### src/rtl/ltile_ff_scan_pkg.sv
// Shared types and helpers for the logic-tile scan FF bank.
// Holds the scan FSM state enum, counter-width helper and bank size limit.
package ltile_ff_scan_pkg;

  localparam int MAX_NUM_FF = 64;

  typedef enum logic [0:0] {
    IDLE  = 1'b0,
    SHIFT = 1'b1
  } scan_state_e;

  // Width needed to hold the values 0..n inclusive.
  function automatic int cnt_width(input int n);
    return $clog2(n + 1);
  endfunction

endpackage

### src/rtl/ltile_clb_ff_bank_scan_fsm.sv
// Scan controller: state, shift counter, busy/done and parity accumulator.
// Ports: clk, reset, test_en, scan_start, scan_capture, scan_in in;
// shift_en, cap_en strobes, scan_busy, scan_done
// (+ scan_parity with LTILE_FF_SCAN_PARITY_EN) out.
module ltile_ff_scan_fsm
  import ltile_ff_scan_pkg::*;
#(
  parameter int NUM_FF = 8,
  parameter int CNT_W  = cnt_width(NUM_FF)
) (
  input  logic clk,
  input  logic reset,
  input  logic test_en,
  input  logic scan_start,
  input  logic scan_capture,
  input  logic scan_in,
  output logic shift_en,
  output logic cap_en,
  output logic scan_busy,
`ifdef LTILE_FF_SCAN_PARITY_EN
  output logic scan_parity,
`endif
  output logic scan_done
);

  scan_state_e      state_q, state_d;
  logic [CNT_W-1:0] cnt_q, cnt_d;
  logic             done_q, done_d;
`ifdef LTILE_FF_SCAN_PARITY_EN
  logic             par_q, par_d;
`endif

  always_comb begin
    state_d  = state_q;
    cnt_d    = cnt_q;
    done_d   = 1'b0;
    shift_en = 1'b0;
    cap_en   = 1'b0;
`ifdef LTILE_FF_SCAN_PARITY_EN
    par_d    = par_q;
`endif
    if (!test_en) begin
      // Functional mode; leaving SHIFT here is an abort.
      state_d = IDLE;
      cnt_d   = '0;
`ifdef LTILE_FF_SCAN_PARITY_EN
      if (state_q == SHIFT) par_d = 1'b0;
`endif
    end else begin
      unique case (state_q)
        IDLE: begin
          if (scan_capture) begin
            // Capture wins; a simultaneous start is dropped.
            cap_en = 1'b1;
          end else if (scan_start) begin
            state_d = SHIFT;
            cnt_d   = CNT_W'(NUM_FF);
`ifdef LTILE_FF_SCAN_PARITY_EN
            par_d   = 1'b0;
`endif
          end
        end
        SHIFT: begin
          shift_en = 1'b1;
          cnt_d    = cnt_q - CNT_W'(1);
`ifdef LTILE_FF_SCAN_PARITY_EN
          par_d    = par_q ^ scan_in;
`endif
          if (cnt_q == CNT_W'(1)) begin
            state_d = IDLE;
            done_d  = 1'b1;
          end
        end
        default: state_d = IDLE;
      endcase
    end
  end

  always_ff @(posedge clk) begin
    if (reset) begin
      state_q <= IDLE;
      cnt_q   <= '0;
      done_q  <= 1'b0;
`ifdef LTILE_FF_SCAN_PARITY_EN
      par_q   <= 1'b0;
`endif
    end else begin
      state_q <= state_d;
      cnt_q   <= cnt_d;
      done_q  <= done_d;
`ifdef LTILE_FF_SCAN_PARITY_EN
      par_q   <= par_d;
`endif
    end
  end

  assign scan_busy = (state_q == SHIFT);
  assign scan_done = done_q;
`ifdef LTILE_FF_SCAN_PARITY_EN
  assign scan_parity = par_q;
`else
  // scan_in only feeds the parity accumulator inside this block.
  logic unused_scan_in;
  assign unused_scan_in = scan_in;
`endif

endmodule

### src/rtl/ltile_clb_ff_bank_scan.sv
// Bank of NUM_FF tile flip-flops with per-bit enable and a counted scan chain.
// Ports: clk, reset, Test_en, ff_D, ff_ce, scan_in, scan_start, scan_capture
// in; ff_Q, scan_out, scan_busy, scan_done out; scan_parity out only when
// LTILE_FF_SCAN_PARITY_EN is defined.
module ltile_clb_ff_bank_scan
  import ltile_ff_scan_pkg::*;
#(
  parameter int                NUM_FF    = 8,
  parameter logic [NUM_FF-1:0] RESET_VAL = '0,
  parameter int                CNT_W     = cnt_width(NUM_FF)
) (
  input  logic              clk,
  input  logic              reset,
  input  logic              Test_en,
  input  logic [NUM_FF-1:0] ff_D,
  input  logic [NUM_FF-1:0] ff_ce,
  output logic [NUM_FF-1:0] ff_Q,
  input  logic              scan_in,
  output logic              scan_out,
  input  logic              scan_start,
  input  logic              scan_capture,
  output logic              scan_busy,
`ifdef LTILE_FF_SCAN_PARITY_EN
  output logic              scan_parity,
`endif
  output logic              scan_done
);

  logic [NUM_FF-1:0] ff_q, ff_d;
  logic              shift_en;
  logic              cap_en;

  ltile_ff_scan_fsm #(
    .NUM_FF (NUM_FF),
    .CNT_W  (CNT_W)
  ) u_fsm (
    .clk          (clk),
    .reset        (reset),
    .test_en      (Test_en),
    .scan_start   (scan_start),
    .scan_capture (scan_capture),
    .scan_in      (scan_in),
    .shift_en     (shift_en),
    .cap_en       (cap_en),
    .scan_busy    (scan_busy),
`ifdef LTILE_FF_SCAN_PARITY_EN
    .scan_parity  (scan_parity),
`endif
    .scan_done    (scan_done)
  );

  always_comb begin
    ff_d = ff_q;
    if (!Test_en) begin
      ff_d = (ff_D & ff_ce) | (ff_q & ~ff_ce);
    end else if (cap_en) begin
      ff_d = ff_D;
    end else if (shift_en) begin
      // First bit in travels up to the top bit by the end of the burst.
      ff_d = {ff_q[NUM_FF-2:0], scan_in};
    end
  end

  always_ff @(posedge clk) begin
    if (reset) begin
      ff_q <= RESET_VAL;
    end else begin
      ff_q <= ff_d;
    end
  end

  assign ff_Q     = ff_q;
  assign scan_out = ff_q[NUM_FF-1];

endmodule

### config.mk
export PLATFORM = sky130hd
export DESIGN_NAME = ltile_clb_ff_bank_scan
export DESIGN_NICKNAME = d
export VERILOG_FILES = /design/src/rtl/ltile_ff_scan_pkg.sv /design/src/rtl/ltile_clb_ff_bank_scan_fsm.sv /design/src/rtl/ltile_clb_ff_bank_scan.sv
export SDC_FILE = /design/constraint.sdc
export NUM_CORES = 1
export LEC_CHECK = 0
export ABC_AREA = 1
export CAP_MARGIN = 15
export CELL_PAD_IN_SITES_DETAIL_PLACEMENT = 1
export CELL_PAD_IN_SITES_GLOBAL_PLACEMENT = 2
export CORE_MARGIN = 2
export CORE_UTILIZATION = 20
export DETAILED_ROUTE_END_ITERATION = 12
export GPL_TIMING_DRIVEN = 0
export HOLD_SLACK_MARGIN = 0.1
export PLACE_DENSITY_LB_ADDON = 0.05
export REMOVE_ABC_BUFFERS = 1
export SLEW_MARGIN = 20
export SYNTH_ARGS = -nofsm -noshare
export SYNTH_HDL_FRONTEND = slang
export SYNTH_SLANG_ARGS = --single-unit
### constraint.sdc
create_clock -name clk -period 1.1 [get_ports clk]
set_input_delay 0.11 -clock clk [delete_from_list [all_inputs] [get_ports clk]]
set_output_delay 0.11 -clock clk [all_outputs]
set_load 0.01 [all_outputs]
==> reports/qor.csv, run 1 <==
stage;metric;value;unit
status;status;complete, but fails checks;
status;violated checks;negative setup slack;
critical_path;CP endpoint kind;register;
sta;Max Freq;905.3;MHz
critical_path;critical path fanouts, max;8;
grt;vias in the first global route;1178;
clocking;Root Driver;clkbuf_8;
sta;Hold Worst Slack;419.0;ps
yosys;mean post-synth cell area;5.878;sq um
yosys;cell accounting for the most synthesized area;dfxtp_1;
sta;Final Setup Violations;1;
power;Seq pwr share;0.370;
sta;RSZ-0062 raised after global routing;true;
die;IO Pins;33;
yosys;mux cell area share after synthesis;0;
power;logic gate share of total power;0.282;
yosys;Yosys top cell area share;0.2821;
die;Die Area;0.005547;sq mm
routing;routed via count;1117;
yosys;Yosys cell types;21;
layout;post-layout instance area;0.001546;sq mm
power;sw power;456.1;uW
routing;Via-to-Cell Ratio;4.077;
power;Power Density;974.0;mW/mm^2
hold_path;worst hold path class;in2reg;
routing;wire length on met3;107;microns
yosys;post-synthesis instance total;169;
sta;Tmin final;1105;ps
die;die span in y;74.48;microns
sta;crit share post-route;1.004;
die;core footprint;0.004755;sq mm
yosys;Synth Area in Compound Gates;0.09068;
yosys;largest family of logic cells by synthesized area;simple AND/OR/NAND/NOR gates;
routing;Top Layer Used;met4;
routing;routed wl met2;1524;microns
sta;final worst slack;-4.550;ps
clocking;clk_lat worst skew;250;ps
grt;Congestion Overflow GR;0;
layout;share of layout cells above drive strength 1;0.2271;
routing;DR pass1 iterations;2;
routing;WL final;3208;microns
power;Pint;1050;uW
yosys;ys flop type;dfxtp_1;
place;Post-DP Area;0.001338;sq mm
sta;relative slew slack;0.6601;
critical_path;CP required;1250;ps
hold_path;Hold Path Cell Cnt;3;
power;power share of the clock group;0.348;
job;Max-Cap Viols;0;
sta;Final Hold Fails;0;
yosys;Post-synth EDFFs;0;
yosys;post-synthesis xor/xnor area fraction;0;
clocking;Clock transition at path regs;60;ps
place;Post-DP HPWL;2251;microns
power;P_leak;0.0007659;uW
sta;Slew @ Worst Pin;509.9;ps
layout;n_diodes;0;
power;Sw Share;0.3028;
clocking;cts bufs inserted;3;
routing;initial drt markers;35;
critical_path;WS Path Type;reg2reg;
critical_path;Startpoint Class;register;
place;Final GP Congestion;0.6952;
routing;WL/cell;11.71;microns
yosys;Post-Synth Simple-Gate Area;0.4244;
layout;Layout Nets;232;
power;Peak VDD IR;0.3609;mV
yosys;Synth Cell Area;993.5;sq um
critical_path;Worst R2R Path Depth;7;
yosys;Synth Area in Adders;0.02519;
clocking;clock buffer depth;2;
critical_path;CP Data Arrival Time;1260;ps
routing;routed length on met1;1520;microns
die;Initial Utilization;0.2089;
routing;DRC Markers;0;
die;Die W;74.48;microns
place;Placement Setup Slack;-825.9;ps
grt;first-pass GRT wire length;5402;microns
grt;initial antenna violation count;0;
place;Buffers on Ports;32;
layout;area grow syn2layout;55.67;%
yosys;asr flop ratio synth;0;
die;Row Count;25;
routing;ANT nets after route;0;
grt;total track usage;0.1290;
sta;setup_tns;-4.550;ps
yosys;synthesis-stage register bit count;14;
sta;Final Max Slew Viols;0;
layout;final core utilization;0.3253;
yosys;Ys Warns;0;
clocking;TritonCTS clock tree;done;
grt;largest net degree at the start of global routing;20;
sta;Final Skew;0.8814;ps
yosys;Synth area leaders;dfxtp_1 28%, nand2_1 25%, inv_1 9.8%, nor2_1 9.8%, buf_6 4.5%;
clocking;htree depth;1;
clocking;clock sinks;14;
yosys;Seq/Total Area, Yosys;0.2821;
==> cells in the final DEF, fill, tap and decap left out, types with 2 or more instances in the layout <==
cell type	synthesis	final
buf_4	2	5
a21oi_2	0	2
nand2_2	1	8
o21ai_0	8	6
clkdlybuf4s50_1	0	19
clkbuf_8	0	4
o21ai_2	2	3
buf_6	4	2
nand2_1	65	57
dfxtp_1	14	11
a21oi_1	5	2
nor2_1	26	23
nand3_4	1	3
inv_1	26	24
nand3_1	3	3
nand4_1	2	2
inv_2	1	3
dlygate4sd2_1	0	11
dfxtp_2	0	2
nor2_2	1	4
==> per-layer routing <==
metal / vias to the layer above / global-route usage
met5: - / 0
met3: 5 / 0.01626
met2: 22 / 0.2242
met4: 0 / 0.04762
li1: 583 / -
met1: 507 / 0.1625
==> worst paths after layout <==
path / startpoint / to / slack [ps]
hold / removal: Test_en / u_fsm.cnt_q[1]$_SDFFE_PP0P_ / 420
setup / recovery: u_fsm.scan_busy$_SDFF_PP0_ / register / -5
setup reg to reg: u_fsm.scan_busy$_SDFF_PP0_ / register / -5
hold reg to reg: u_fsm.cnt_q[2]$_SDFFE_PP0P_ / u_fsm.cnt_q[2]$_SDFFE_PP0P_ / 520
==> cell usage after synthesis (2+ instances only) <==
| master | n |
|---|---|
| nand3_1 | 3 |
| dfxtp_1 | 14 |
| buf_6 | 4 |
| nor2_1 | 26 |
| o21ai_2 | 2 |
| nand2_1 | 65 |
| nand4_1 | 2 |
| inv_1 | 26 |
| or2_2 | 2 |
| o21ai_0 | 8 |
| buf_4 | 2 |
| a21oi_1 | 5 |
| ha_1 | 2 |
==> kinds of logic after synthesis <==
kind of cell               count (synthesis)
AOI/OAI and AO/OA                         16
DFF                                       14
buffers and inverters                     35
adders and majority gates                  2
and+or+nand+nor                          102
==> stage by stage <==
step	total power, uW	cells
after global placement	960.5	262
after CTS	1530	272
after floorplan	763.5	163
after global routing	1618	274
final	1506	274
after detailed placement	970.0	262
==> power by group through the flow <==
stage | clock network (uW) | registers, uW | logic [uW]
final | 524 | 558 | 424
after global routing | 570 | 564 | 484
after CTS | 557 | 558 | 415
after detailed placement | 0 | 577 | 393
after global placement | 0 | 577 | 384
after floorplan | 0 | 588 | 176
==> critical path, stage by stage, from the launching register on <==
cell and delay (ps):
dfxtp_4 340, buf_6 130, clkinv_8 70, nand3_4 140, nand2_2 130, nand2_2 50, nor2_2 100, nor2_1 40
==> area by class of cell <==
class                      count  area (sq um)
multi-input combinational    122         646.9
sequential                    14         286.5
clock buffer                   4         55.05
timing repair buffer          38         351.6
tap                           67         83.83
fill                         634          3208
inverter                      29         122.6
==> repair_timing <==
item,CTS,global route
hold buffers,0,0
pin swaps,9,5
gates resized for setup,38,14
endpoints found under the setup margin,25,12
setup buffers,4,2
gates cloned,2,0
Power figures use the tool's default switching activity.
==> inputs of run 2 (changes only) <==
Settings changed: PLACE_DENSITY set to 0.81, PLACE_DENSITY_LB_ADDON 0.05 to not set.
==> run 2 against run 1 <==
The run now ends clean; routed wire length shrank 10%; global-route usage shrank 1.5 points; sequential power grew 0.7%; clock skew grew 3.7 ps; via count shrank 5.3%; cell area shrank 3.7%; setup slack gained 51 ps; critical path depth shrank 3; count of clock-buffer cells in the layout is the same.
==> reports/qor.csv, run 2 (synthesis results as in run 1) <==
stage;metric;value;unit;change
die;Die Area;0.005547;sq mm;unchanged
clocking;clock sinks;14;;unchanged
routing;DR pass1 iterations;3;;was 2
clocking;Root Driver;clkbuf_8;;unchanged
job;Max-Cap Viols;0;;unchanged
critical_path;Worst R2R Path Depth;4;;was 7
hold_path;worst hold path class;in2reg;;unchanged
sta;relative slew slack;0.7670;;was 0.6601
critical_path;reg2reg setup slack;50;ps;was -5 ps
clocking;TritonCTS clock tree;done;;unchanged
critical_path;CP Data Arrival Time;1240;ps;was 1260 ps
layout;post-layout instance area;0.001489;sq mm;was 0.001546 sq mm
place;Buffers on Ports;32;;unchanged
critical_path;Top Family by Delay on Critical Path;flip-flops;;was simple AND/OR/NAND/NOR gates
sta;crit share post-route;0.9575;;was 1.004
layout;leading cell type in the layout, fill and taps excluded;nand2_1;;unchanged
sta;Final Max Slew Viols;0;;unchanged
layout;share of layout cells above drive strength 1;0.1724;;was 0.2271
critical_path;CP endpoint;u_fsm.cnt_q[1]$_SDFFE_PP0P_;;
sta;Final Hold Fails;0;;unchanged
power;P_leak;0.0007424;uW;was 0.0007659 uW
layout;n_diodes;0;;unchanged
clocking;clock buffer depth;2;;unchanged
grt;M2 GR Usage;0.1986;;was 0.2242
power;power share of the clock group;0.348;;about the same
layout;area grow syn2layout;49.87;%;was 55.67%
critical_path;crit-path cells;inv_1 > ha_4 > or2_4 > a21oi_2;;was buf_6 > clkinv_8 > nand3_4 > nand2_2 > nand2_2 > nor2_2 > nor2_1
status;status;complete, no violations;;was complete, but fails checks
critical_path;buffers plus inverters on the worst setup path;1;;was 2
die;die span in y;74.48;microns;unchanged
sta;final worst slack;46.71;ps;was -4.550 ps
place;Post-DP HPWL;1972;microns;was 2251 microns
grt;GRT met1 Usage;0.1401;;was 0.1625
routing;WL/cell;10.64;microns;was 11.71 microns
power;sw power;432.1;uW;was 456.1 uW
grt;layer with the highest usage;met2;;unchanged
grt;met3 Use GR;0.02981;;was 0.01626
grt;largest net degree at the start of global routing;19;;was 20
critical_path;CP max stage cell;dfxtp_2;;was dfxtp_4
critical_path;WS Path Type;reg2reg;;unchanged
power;logic gate share of total power;0.270;;was 0.282
die;Row Count;25;;unchanged
place;Placement Setup Slack;-764.2;ps;was -825.9 ps
grt;Congestion Overflow GR;0;;unchanged
clocking;hold_buf cts;0;;unchanged
power;Sw Share;0.2935;;was 0.3028
clocking;htree depth;1;;unchanged
die;IO Pins;33;;unchanged
place;Final GP Congestion;0.7371;;was 0.6952
sta;Slew @ Worst Pin;349.5;ps;was 509.9 ps
die;Initial Utilization;0.2089;;unchanged
critical_path;Worst setup startpoint;u_fsm.cnt_q[1]$_SDFFE_PP0P_;;was u_fsm.scan_busy$_SDFF_PP0_
clocking;cts bufs inserted;3;;unchanged
sta;Final Setup Violations;0;;was 1
critical_path;worst r2r dst;u_fsm.cnt_q[1]$_SDFFE_PP0P_;;
clocking;Clock transition at path regs;60;ps;about the same
power;Pint;1040;uW;was 1050 uW
layout;most frequent cells in the layout;60 x nand2_1, 25 x nor2_1, 24 x inv_1;;was 57 x nand2_1, 24 x inv_1, 23 x nor2_1
routing;ANT nets after route;0;;unchanged
power;Peak VDD IR;0.3496;mV;was 0.3609 mV
sta;RSZ-0062 raised after global routing;true;;unchanged
critical_path;Startpoint Class;register;;unchanged
clocking;clk_lat worst skew;250;ps;about the same
die;Die W;74.48;microns;unchanged
layout;Layout Nets;228;;was 232
critical_path;critical path fanouts, max;3;;was 8
routing;initial drt markers;19;;was 35
grt;initial antenna violation count;0;;unchanged
power;Design Power;1472;uW;was 1506 uW
layout;Filler Cell Count;616;;was 634
grt;first-pass GRT wire length;4878;microns;was 5402 microns
power;Seq pwr share;0.382;;was 0.370
die;core footprint;0.004755;sq mm;unchanged
sta;Final Skew;4.597;ps;was 0.8814 ps
routing;Via-to-Cell Ratio;3.919;;was 4.077
critical_path;CP endpoint kind;register;;unchanged
grt;vias in the first global route;1055;;was 1178
critical_path;CP required;1280;ps;was 1250 ps
routing;routed via count;1058;;was 1117
critical_path;worst r2r src;u_fsm.cnt_q[1]$_SDFFE_PP0P_;;was u_fsm.scan_busy$_SDFF_PP0_
critical_path;CP peak stage delay;320;ps;was 340 ps
sta;Max Freq;949.4;MHz;was 905.3 MHz
routing;WL final;2874;microns;was 3208 microns
routing;DRC Markers;0;;unchanged
grt;total track usage;0.1135;;was 0.1290
power;Power Density;988.6;mW/mm^2;was 974.0 mW/mm^2
place;Cells after DPL;262;;unchanged
critical_path;critical path depth;4;;was 7
place;Post-DP Area;0.001338;sq mm;unchanged
layout;Cell Count, Final, Fillers Out;270;;was 274
sta;Tmin final;1053;ps;was 1105 ps
run 2: cell count changes in the layout (fill, tap and decap cells not counted), moves of 2 or more:
cell,before,now
nor2_2,4,2
nand2_1,57,60
buf_4,5,1
nor2_1,23,25
nand2_2,8,5
run 2: metal layers:
layer	part of all wire	wire length (microns)
met5	0	0
met4	0.0059	17
met3	0.047	136
met2	0.47	1348
met1	0.48	1372
run 2: worst register-to-register path: cells and delay by family, from the launching register on:
kind / cells / cell delay [ps]
AND/OR/NAND/NOR: 1 / 240
AO/OA/AOI/OAI: 1 / 110
adder cells (fa/ha/maj): 1 / 210
flip-flops: 1 / 320
buffers and inverters: 1 / 110
run 2: worst min-delay path by stage:
stage | startpoint | to | slack (ps) | depth (start not counted)
after floorplan | Test_en | u_fsm.cnt_q[0]$_SDFFE_PP0P_ | 280 | 2
after global placement | u_fsm.cnt_q[1]$_SDFFE_PP0P_ | u_fsm.cnt_q[1]$_SDFFE_PP0P_ | 450 | 2
after detailed placement | u_fsm.cnt_q[1]$_SDFFE_PP0P_ | u_fsm.cnt_q[1]$_SDFFE_PP0P_ | 460 | 2
after CTS | u_fsm.cnt_q[1]$_SDFFE_PP0P_ | u_fsm.cnt_q[1]$_SDFFE_PP0P_ | 480 | 2
after global routing | Test_en | u_fsm.cnt_q[1]$_SDFFE_PP0P_ | 410 | 3
final | Test_en | u_fsm.cnt_q[1]$_SDFFE_PP0P_ | 380 | 3
run 2: final cells by class:
class,count,area (sq um),share of cell area
Clock buffer,4,55.05,0.03697
Tap cell,67,83.83,0.05630
Multi-Input combinational cell,122,618.1,0.4151
Sequential cell,14,286.5,0.1924
Timing Repair Buffer,34,322.8,0.2168
Inverter,29,122.6,0.08235
run 2: metrics by stage:
stage	hold WS (ps)	TNS, ps	utilization
CTS	475.6	0	0.3066
global placement	452.9	-9185	0.2813
global route	411.3	-0.6667	0.3132
detailed placement	460.7	-8789	0.2813
finish	376.3	0	0.3132
floorplan	279.3	-289.1	-
run 2: power by group through the flow:
stage                     Combinational [uW]  Sequential (uW)  Clock [uW]
after floorplan                          176              588           0
after global placement                   384              578           0
after detailed placement                 386              577           0
after CTS                                395              560         528
after global routing                     459              568         547
final                                    398              562         512
run 2: what timing repair did:
action	4_1_cts	5_1_grt
cloned	1	1
setup endpoints to repair	25	11
endpoints found under the hold margin	0	0
pin swaps	5	6
setup buffers	3	0
resized for setup	30	16
==> inputs of run 3 (changes only) <==
Settings changed: REMOVE_ABC_BUFFERS 1 to not set.
==> run 3 against run 2 <==
Sequential share of layout area is 0.61 points lower; power decreased by 2.8%; sequential cell count stayed put; count of clock-buffer cells in the layout fell by 1; first-iteration DRC count rose by 47%; via count rose by 3.8%; hold slack worse by 22 ps; largest power group unchanged; critical path depth increased by 2.
==> reports/qor.csv, run 3 (synthesis results as in run 1) <==
stage;metric;value;unit;change
status;status;complete, no violations;;unchanged
die;Row Count;25;;unchanged
routing;WL final;2951;microns;was 2874 microns
sta;Slew @ Worst Pin;364.1;ps;was 349.5 ps
place;Buffers on Ports;31;;was 32
layout;most frequent cells in the layout;60 x nand2_1, 24 x nor2_1, 21 x inv_1;;was 60 x nand2_1, 25 x nor2_1, 24 x inv_1
sta;relative slew slack;0.7547;;was 0.7670
clocking;hold_buf cts;0;;unchanged
power;P_leak;0.0007784;uW;was 0.0007424 uW
critical_path;critical path fanouts, max;6;;was 3
layout;Layout Nets;233;;was 228
die;Initial Utilization;0.2089;;unchanged
place;Final GP Congestion;0.7652;;was 0.7371
routing;ANT nets after route;0;;unchanged
routing;WL/cell;10.77;microns;was 10.64 microns
layout;Cell Count, Final, Fillers Out;274;;was 270
routing;DRC Markers;0;;unchanged
place;Post-DP HPWL;2176;microns;was 1972 microns
layout;post-layout instance area;0.001544;sq mm;was 0.001489 sq mm
sta;Final Max Slew Viols;0;;unchanged
power;Power Density;926.3;mW/mm^2;was 988.6 mW/mm^2
power;Sw Share;0.3034;;was 0.2935
clocking;htree depth;1;;unchanged
die;die span in y;74.48;microns;unchanged
clocking;Root Driver;clkbuf_8;;unchanged
clocking;Clock transition at path regs;60;ps;about the same
power;Peak VDD IR;0.3052;mV;was 0.3496 mV
grt;initial antenna violation count;0;;unchanged
critical_path;Startpoint Class;register;;unchanged
job;Max-Cap Viols;0;;unchanged
clocking;clock buffer depth;2;;unchanged
critical_path;WS Path Type;reg2reg;;unchanged
critical_path;CP endpoint kind;register;;unchanged
sta;Tmin final;1075;ps;was 1053 ps
layout;n_diodes;0;;unchanged
sta;crit share post-route;0.9770;;was 0.9575
clocking;clock sinks;14;;unchanged
die;Die W;74.48;microns;unchanged
layout;share of layout cells above drive strength 1;0.2126;;was 0.1724
die;core footprint;0.004755;sq mm;unchanged
place;Post-DP Area;0.001389;sq mm;was 0.001338 sq mm
hold_path;worst hold path class;in2reg;;unchanged
die;Die Area;0.005547;sq mm;unchanged
grt;first-pass GRT wire length;4719;microns;was 4878 microns
place;Cells after DPL;267;;was 262
grt;largest net degree at the start of global routing;11;;was 19
grt;total track usage;0.1119;;was 0.1135
grt;vias in the first global route;1040;;was 1055
power;sw power;433.9;uW;was 432.1 uW
sta;Max Freq;930.5;MHz;was 949.4 MHz
power;Pint;996.3;uW;was 1040 uW
sta;final worst slack;25.28;ps;was 46.71 ps
critical_path;CP required;1290;ps;was 1280 ps
grt;Congestion Overflow GR;0;;unchanged
layout;area grow syn2layout;55.42;%;was 49.87%
yosys;Post-Syn Nets;193;;
power;Seq pwr share;0.394;;was 0.382
sta;Final Hold Fails;0;;unchanged
die;IO Pins;33;;unchanged
routing;initial drt markers;28;;was 19
sta;Final Skew;2.297;ps;was 4.597 ps
routing;DR pass1 iterations;4;;was 3
place;Placement Setup Slack;-300.2;ps;was -764.2 ps
layout;leading cell type in the layout, fill and taps excluded;nand2_1;;unchanged
critical_path;CP Data Arrival Time;1260;ps;was 1240 ps
sta;Final Setup Violations;0;;unchanged
power;logic gate share of total power;0.301;;was 0.270
clocking;clk_lat worst skew;250;ps;about the same
power;power share of the clock group;0.305;;was 0.348
routing;routed via count;1098;;was 1058
clocking;TritonCTS clock tree;done;;unchanged
clocking;cts bufs inserted;3;;unchanged
sta;RSZ-0062 raised after global routing;true;;unchanged
routing;Via-to-Cell Ratio;4.007;;was 3.919
==> run 3: cell types whose count changed in the layout (fill, tap and decap cells not counted), moves of 2 or more <==
cell	change
buf_4	+4
inv_1	-3
inv_2	+3
o21ai_0	+3
buf_6	+2
o21ai_1	-2
o21ai_2	-2
==> run 3: critical path, cell delays in order (launching register included) <==
cell and delay (ps):
dfxtp_4 370, inv_8 70, nand3_4 120, clkbuf_16 200
o21ai_4 120, nor2_2 50, nor2_1 90
==> run 3: worst paths after layout <==
kind / start / end / slack, ps / cells past startpoint
worst max-delay path: u_fsm.scan_busy$_SDFF_PP0_ / register / 30 / 6
worst min-delay path: scan_capture / u_fsm.scan_busy$_SDFF_PP0_ / 350 / 4
worst max register to register: u_fsm.scan_busy$_SDFF_PP0_ / register / 30 / 6
worst min register to register: u_fsm.cnt_q[1]$_SDFFE_PP0P_ / u_fsm.cnt_q[1]$_SDFFE_PP0P_ / 470 / 2
==> run 3: cell type report <==
cell class | count | area [sq um]
fillers | 643 | 3211
multi-input cells | 120 | 596.8
repair buffers | 36 | 359.1
flip-flops and latches | 14 | 287.8
inverters | 29 | 117.6
well taps | 67 | 83.83
plain buffers | 5 | 57.56
clock buffers | 3 | 41.29
==> run 3: power groups by stage <==
stage / Combinational (uW) / Sequential (uW) / Clock, uW
5_1_grt: 487 / 569 / 480
3_5_place_dp: 413 / 574 / 0
6_report: 431 / 563 / 436
4_1_cts: 411 / 562 / 459
2_1_floorplan: 211 / 583 / 0
3_3_place_gp: 411 / 574 / 0
==> run 3: through the flow <==
stage               power, uW  TNS (ps)    util  hold WS, ps
finish                   1430         0  0.3247        354.6
global route             1536    -106.5  0.3247        378.3
CTS                      1432    -1.990  0.3100        391.5
detailed placement      987.1     -3422  0.2921        453.5
global placement        984.6     -3635  0.2921        451.6
floorplan               793.6         0       -        299.5
==> run 3: timing repair <==
action	4_1_cts	5_1_grt
resized for setup	22	17
pin swaps	3	10
endpoints found under the setup margin	22	13
cloned	0	1
setup buffers	3	1
==> run 3: metal layers <==
| layer | wire length, microns | share of wire | GRT usage | up-vias |
|---|---|---|---|---|
| met5 | 0 | 0 | 0 | - |
| met4 | 18 | 0.0061 | 0.02381 | 0 |
| met3 | 139 | 0.047 | 0.03252 | 4 |
| met2 | 1529 | 0.52 | 0.1967 | 20 |
| met1 | 1264 | 0.43 | 0.1355 | 496 |
| li1 | - | - | - | 578 |
